==> src/rtl/vend_seq_ctrl_if.sv <==
// Handshake bundle for the vending sequencer: coin, keypad and acknowledge
// pulses in, dispenser/change requests and credit status out.
interface vend_seq_ctrl_if;
  logic       coin5;
  logic       coin10;
  logic       sel;
  logic       cancel;
  logic       disp_ack;
  logic       chg_ack;
  logic       disp_req;
  logic       chg_req;
  logic       coin_reject;
  logic [5:0] credit;
  logic       busy;

  modport master (
    output coin5, coin10, sel, cancel, disp_ack, chg_ack,
    input  disp_req, chg_req, coin_reject, credit, busy
  );

  modport slave (
    input  coin5, coin10, sel, cancel, disp_ack, chg_ack,
    output disp_req, chg_req, coin_reject, credit, busy
  );
endinterface

==> src/rtl/vend_seq_ctrl.sv <==
// Vending sequencer: accumulates coin credit, dispenses one item per purchase,
// then pays change (or a full refund) one 5-unit coin per change-unit handshake.
module vend_seq_ctrl #(
  parameter int PRICE      = 15,
  parameter int MAX_CREDIT = 30,
  parameter int TIMEOUT    = 1000
) (
  input  logic           clk,
  input  logic           reset,
  vend_seq_ctrl_if.slave io_bus
);

  typedef enum logic [2:0] {
    S_IDLE     = 3'd0,
    S_CREDIT   = 3'd1,
    S_DISPENSE = 3'd2,
    S_CHANGE   = 3'd3,
    S_REFUND   = 3'd4
  } state_t;

  localparam int            TW         = (TIMEOUT > 1) ? $clog2(TIMEOUT) : 1;
  localparam logic [TW-1:0] TIMER_LAST = TW'(TIMEOUT - 1);
  localparam logic [6:0]    PRICE_W    = 7'(PRICE);
  localparam logic [6:0]    MAX_W      = 7'(MAX_CREDIT);
  localparam logic [5:0]    PRICE_C    = 6'(PRICE);

  state_t        r_state;
  logic [5:0]    r_credit;
  logic [TW-1:0] r_timer;
  logic          r_disp_req;
  logic          r_chg_req;
  logic          r_coin_reject;

  logic          w_coin_any;
  logic          w_coin_one;
  logic [6:0]    w_coin_val;
  logic [6:0]    w_sum;
  logic          w_fits;
  logic          w_open;
  logic          w_sel_ok;
  logic          w_cancel_ok;
  logic          w_coin_accept;

  // Coin acceptance: a coin loses to an acted-on cancel or sel in the same cycle.
  always_comb begin
    w_coin_any = io_bus.coin5 | io_bus.coin10;
    w_coin_one = io_bus.coin5 ^ io_bus.coin10;
    if (io_bus.coin10) begin
      w_coin_val = 7'd10;
    end else begin
      w_coin_val = 7'd5;
    end
    w_sum         = {1'b0, r_credit} + w_coin_val;
    w_fits        = (w_sum <= MAX_W);
    w_open        = (r_state == S_IDLE) || (r_state == S_CREDIT);
    w_sel_ok      = (r_state == S_CREDIT) && io_bus.sel && ({1'b0, r_credit} >= PRICE_W);
    w_cancel_ok   = (r_state == S_CREDIT) && io_bus.cancel;
    w_coin_accept = w_open && w_coin_one && w_fits && !w_cancel_ok && !w_sel_ok;
  end

  // Sequencer state, credit, idle timer and registered request outputs.
  always_ff @(posedge clk) begin
    if (reset) begin
      r_state       <= S_IDLE;
      r_credit      <= 6'd0;
      r_timer       <= TW'(0);
      r_disp_req    <= 1'b0;
      r_chg_req     <= 1'b0;
      r_coin_reject <= 1'b0;
    end else begin
      r_coin_reject <= w_coin_any & ~w_coin_accept;
      case (r_state)
        S_IDLE: begin
          r_timer <= TW'(0);
          if (w_coin_accept) begin
            r_credit <= w_sum[5:0];
            r_state  <= S_CREDIT;
          end else begin
            r_credit <= 6'd0;
          end
        end
        S_CREDIT: begin
          if (w_cancel_ok) begin
            r_state   <= S_REFUND;
            r_chg_req <= 1'b1;
            r_timer   <= TW'(0);
          end else if (w_sel_ok) begin
            r_credit   <= r_credit - PRICE_C;
            r_state    <= S_DISPENSE;
            r_disp_req <= 1'b1;
            r_timer    <= TW'(0);
          end else if (w_coin_accept) begin
            r_credit <= w_sum[5:0];
            r_timer  <= TW'(0);
          end else if (r_timer == TIMER_LAST) begin
            // Abandoned session: return everything inserted so far.
            r_state   <= S_REFUND;
            r_chg_req <= 1'b1;
            r_timer   <= TW'(0);
          end else begin
            r_timer <= r_timer + TW'(1);
          end
        end
        S_DISPENSE: begin
          if (io_bus.disp_ack) begin
            r_disp_req <= 1'b0;
            if (r_credit != 6'd0) begin
              r_state   <= S_CHANGE;
              r_chg_req <= 1'b1;
            end else begin
              r_state <= S_IDLE;
            end
          end
        end
        S_CHANGE, S_REFUND: begin
          if (io_bus.chg_ack) begin
            r_credit <= r_credit - 6'd5;
            if (r_credit == 6'd5) begin
              r_state   <= S_IDLE;
              r_chg_req <= 1'b0;
            end
          end
        end
        default: begin
          r_state    <= S_IDLE;
          r_credit   <= 6'd0;
          r_timer    <= TW'(0);
          r_disp_req <= 1'b0;
          r_chg_req  <= 1'b0;
        end
      endcase
    end
  end

  assign io_bus.disp_req    = r_disp_req;
  assign io_bus.chg_req     = r_chg_req;
  assign io_bus.coin_reject = r_coin_reject;
  assign io_bus.credit      = r_credit;
  assign io_bus.busy        = (r_state == S_DISPENSE) || (r_state == S_CHANGE) ||
                              (r_state == S_REFUND);

endmodule
==> src/flat_wrapper.sv <==
// flat-port wrapper written by rule: the top's interface ports become plain ports
module vend_seq_ctrl_flat 
#(
  parameter int PRICE      = 15,
  parameter int MAX_CREDIT = 30,
  parameter int TIMEOUT    = 1000
)
  (clk, reset, io_bus_coin5, io_bus_coin10, io_bus_sel, io_bus_cancel, io_bus_disp_ack, io_bus_chg_ack, io_bus_disp_req, io_bus_chg_req, io_bus_coin_reject, io_bus_credit, io_bus_busy);
  vend_seq_ctrl_if io_bus_i ();
  input  logic clk;
  input  logic reset;
  input wire logic [$bits(io_bus_i.coin5)-1:0] io_bus_coin5;
  input wire logic [$bits(io_bus_i.coin10)-1:0] io_bus_coin10;
  input wire logic [$bits(io_bus_i.sel)-1:0] io_bus_sel;
  input wire logic [$bits(io_bus_i.cancel)-1:0] io_bus_cancel;
  input wire logic [$bits(io_bus_i.disp_ack)-1:0] io_bus_disp_ack;
  input wire logic [$bits(io_bus_i.chg_ack)-1:0] io_bus_chg_ack;
  output wire logic [$bits(io_bus_i.disp_req)-1:0] io_bus_disp_req;
  output wire logic [$bits(io_bus_i.chg_req)-1:0] io_bus_chg_req;
  output wire logic [$bits(io_bus_i.coin_reject)-1:0] io_bus_coin_reject;
  output wire logic [$bits(io_bus_i.credit)-1:0] io_bus_credit;
  output wire logic [$bits(io_bus_i.busy)-1:0] io_bus_busy;
  assign io_bus_i.coin5 = io_bus_coin5;
  assign io_bus_i.coin10 = io_bus_coin10;
  assign io_bus_i.sel = io_bus_sel;
  assign io_bus_i.cancel = io_bus_cancel;
  assign io_bus_i.disp_ack = io_bus_disp_ack;
  assign io_bus_i.chg_ack = io_bus_chg_ack;
  assign io_bus_disp_req = io_bus_i.disp_req;
  assign io_bus_chg_req = io_bus_i.chg_req;
  assign io_bus_coin_reject = io_bus_i.coin_reject;
  assign io_bus_credit = io_bus_i.credit;
  assign io_bus_busy = io_bus_i.busy;
  vend_seq_ctrl #(.PRICE(PRICE), .MAX_CREDIT(MAX_CREDIT), .TIMEOUT(TIMEOUT)) u_core (.clk(clk), .reset(reset), .io_bus(io_bus_i));
endmodule
==> config.mk <==
export PLATFORM = sky130hd
export DESIGN_NAME = vend_seq_ctrl_flat
export DESIGN_NICKNAME = d
export VERILOG_FILES = /design/src/rtl/vend_seq_ctrl_if.sv /design/src/rtl/vend_seq_ctrl.sv /design/src/flat_wrapper.sv
export SDC_FILE = /design/constraint.sdc
export NUM_CORES = 1
export LEC_CHECK = 0
export CELL_PAD_IN_SITES_DETAIL_PLACEMENT = 0
export CELL_PAD_IN_SITES_GLOBAL_PLACEMENT = 1
export CORE_MARGIN = 10
export CORE_UTILIZATION = 40
export DETAILED_ROUTE_END_ITERATION = 6
export GPL_TIMING_DRIVEN = 0
export HOLD_SLACK_MARGIN = 0.15
export PLACE_DENSITY_LB_ADDON = 0.1
export SYNTH_ARGS = -nofsm -noshare
export SYNTH_HDL_FRONTEND = slang
export SYNTH_SLANG_ARGS = --single-unit
==> constraint.sdc <==
create_clock -name clk -period 6.25 [get_ports clk]
set_input_delay 1.25 -clock clk [delete_from_list [all_inputs] [get_ports clk]]
set_output_delay 1.25 -clock clk [all_outputs]
set_load 0.02 [all_outputs]
==> impl_metrics.ini <==
[grt]
groute.usage.overall = 0.134
grt_pass1_wl_um = 8420
grt_pass1_vias = 1716
grt_overflow = 0
antenna_found_initial = 0
grt_max_degree = 14

[power]
sw_frac_of_total = 0.462
p_leak_nw = 0.829
combPwrFrac = 0.607
ir_drop_mv = 0.276
p_sw_mw = 0.388
powerDensity_nw_per_um2 = 381
p_seq_frac = 0.232
p_int_mw = 0.452
pwr-share-clk = 0.161

[synthesis]
synth_top_cells_by_area = dfxtp_1 23%, ha_1 6.6%, nand2_1 4.8%
synth_nets = 261
yosysMostFrequentCell = nand2_1
yosys_most_used_dff = dfxtp_1
async_reset_ff_frac = 0
ys_types = 60
synth_cells = 242
yosysTopAreaCellShare = 0.232
synth_top_area_cell = dfxtp_1
syn_area_um2 = 1900
synth-edff-count = 0
yosysSeqAreaShare = 0.232
ys_seq_elements = 22
yosysWarnings = 0
syn_avg_cell_area_um2 = 7.83
synth_common_cells = 24 x nand2_1, 22 x dfxtp_1, 17 x nor2_1

[die]
core.rowCount = 24
dieArea_um2 = 7890
io_pins = 18
die_h_um = 88.8
core-area_um2 = 4470
start_util = 0.424
die_x_um = 88.8

[min_path]
hold_depth = 2
hold_start = u_core.io_bus.chg_req
min_to = u_core.io_bus.chg_req
worst_hold_path_type = reg -> reg

[layout]
syn_to_final_growth_pct = 16.2
final_cell_count_no_fill = 315
final_core_util = 0.492
multi_input_area_um2 = 1340
layout-drive-gt1-share = 0.0570
seqCellArea_um2 = 440
fill_cells = 436
nNetsFinal = 283
antennaDiodeCount = 0

[drt]
dr_total_vias = 1887
route.met2.wl_um = 2370
ant_nets = 0
wl_met3_um = 274
top_layer_used = met4
drc = 0
viasPerCell = 5.99
avgRoutedWirePerCell_um = 16.2
drtIter0Drc = 104
wirelength_um = 5100
dr.pass1.iters = 4
routedLengthMet1_um = 2380

[sta]
fmax_mhz = 244
maxSlewViolCount = 0
skew_ns = 0.00241
tns_ns = 0
worst_pin_slew_ns = 0.743
finalHoldViolCount = 0
slew_headroom = 0.503
setup_violations = 0
period_share = 0.655
rsz0062_at_grt = no
period_minus_slack_ns = 4.09

[worst_setup_path]
reg2reg_depth = 8
max_stage_delay_ns = 0.56
reg2reg_setup_slack_ns = 3.31
cp.required_ns = 6.46
path_class = in -> reg
cp-end-kind = flip-flop
critPathTopFamily = compound AO/OA/AOI/OAI gates
cp.buffers_inverters = 2
r2r-end = u_core.io_bus.credit[4]
path_cells = clkdlybuf4s50_1, inv_1, ha_1, fa_1, xnor2_1, a2111oi_1, o211ai_1, nand3_2, a21oi_1, a221o_1
reg2reg_from = u_core.io_bus.credit[0]
slowest_stage = clkdlybuf4s50_1
cp.arrival_ns = 4.30
crit_path_start_kind = input pin
crit_fanout = 6

[placement]
dpl.hpwl_um = 3960
dp_cells = 311
numPortBuffers = 17
place_congestion = 0.871

[clock_network]
postCtsHoldBufs = 0
root_buffer = clkbuf_8
cts_max_path_buffers = 2
numCtsBuffers = 3
h-tree-depth = 1
postCtsSetupBuffers = 0
clock_latency_ns = 0.26
cts_resized = 0
cts_tree = yes
clk_pin_slew_ns = 0.09
cts.sinks = 22

[flow_run]
drv_cap = 0

[run_status]
status = completed
power by group through the flow:
stage	clock (mW)	sequential, mW	combinational [mW]
detailed placement	0	0.197	0.504
floorplan	0	0.206	0.354
global placement	0	0.198	0.509
global route	0.146	0.199	0.557
finish	0.135	0.195	0.510
CTS	0.140	0.194	0.506
metal layers:
layer  global-route usage  up-vias
li1                     -      960
met1                0.173      878
met2                0.214       41
met3               0.0368        8
met4               0.0308        0
met5                    0        -
registers in the layout (all words and copies together), names as in the netlist:
name,count
u_core.r_timer,10
u_core.r_state,3
u_core.io_bus.disp_req,1
u_core.io_bus.credit,6
u_core.io_bus.chg_req,1
u_core.io_bus.coin_reject,1
final cells by class:
type,instances,area share
inverters,11,0.0188
clock inverters,1,0.0136
plain buffers,12,0.0330
clock buffers,3,0.0188
flip-flops and latches,22,0.200
multi-input cells,197,0.609
well taps,52,0.0295
repair buffers,17,0.0773
per-stage QoR:
stage                     setup WS, ns  area [um^2]  hold WS [ns]  total power [mW]
final                             2.16         2200         0.489             0.840
after detailed placement          1.89         2130         0.477             0.702
after CTS                         2.21         2200         0.498             0.840
after global routing              1.93         2200         0.508             0.902
after floorplan                   2.90         1900         0.449             0.560
after global placement            1.86         2130         0.466             0.707
how the worst max path moves through the flow:
stage | start | endpoint | slack, ns | cells past startpoint
detailed placement | io_bus_coin10 | u_core.r_timer[4] | 1.89 | 10
CTS | io_bus_coin10 | u_core.io_bus.credit[5] | 2.21 | 11
finish | io_bus_coin10 | u_core.io_bus.credit[4] | 2.16 | 10
floorplan | io_bus_coin10 | u_core.io_bus.credit[5] | 2.90 | 10
global placement | io_bus_coin10 | u_core.r_timer[4] | 1.86 | 10
global route | io_bus_coin10 | u_core.r_timer[4] | 1.93 | 10
worst min-delay path: stages (launching register included):
cell and delay, ns:
dfxtp_1 0.32, nand2b_1 0.07, mux2i_1 0.06
cells in the final DEF, fill, tap and decap left out, types with 3 or more instances in the layout:
master and n:
nand2_1 24, dfxtp_1 22, nor2_1 17, clkdlybuf4s50_1 17, a21oi_1 16, nand3_1 12, inv_1 11, o21ai_0 10
ha_1 10, o211ai_1 9, clkbuf_1 7, a31oi_1 7, nor2b_1 6, xnor2_1 6, and3_1 6, xor2_1 5
a21o_1 4, nand3b_1 4, nand2b_1 4, buf_2 3, nand4_1 3, nor3_1 3, a22o_1 3, a311oi_1 3
clkbuf_8 3
cell families after synthesis:
group / after synthesis / share of synthesized area
simple gates: 92 / 0.261
compound gates: 81 / 0.308
buf+inv: 23 / 0.0601
flops: 22 / 0.232
xor+xnor: 11 / 0.0508
fa+ha+maj: 11 / 0.0766
mux: 2 / 0.0106
(Power assumes the default switching activity.)
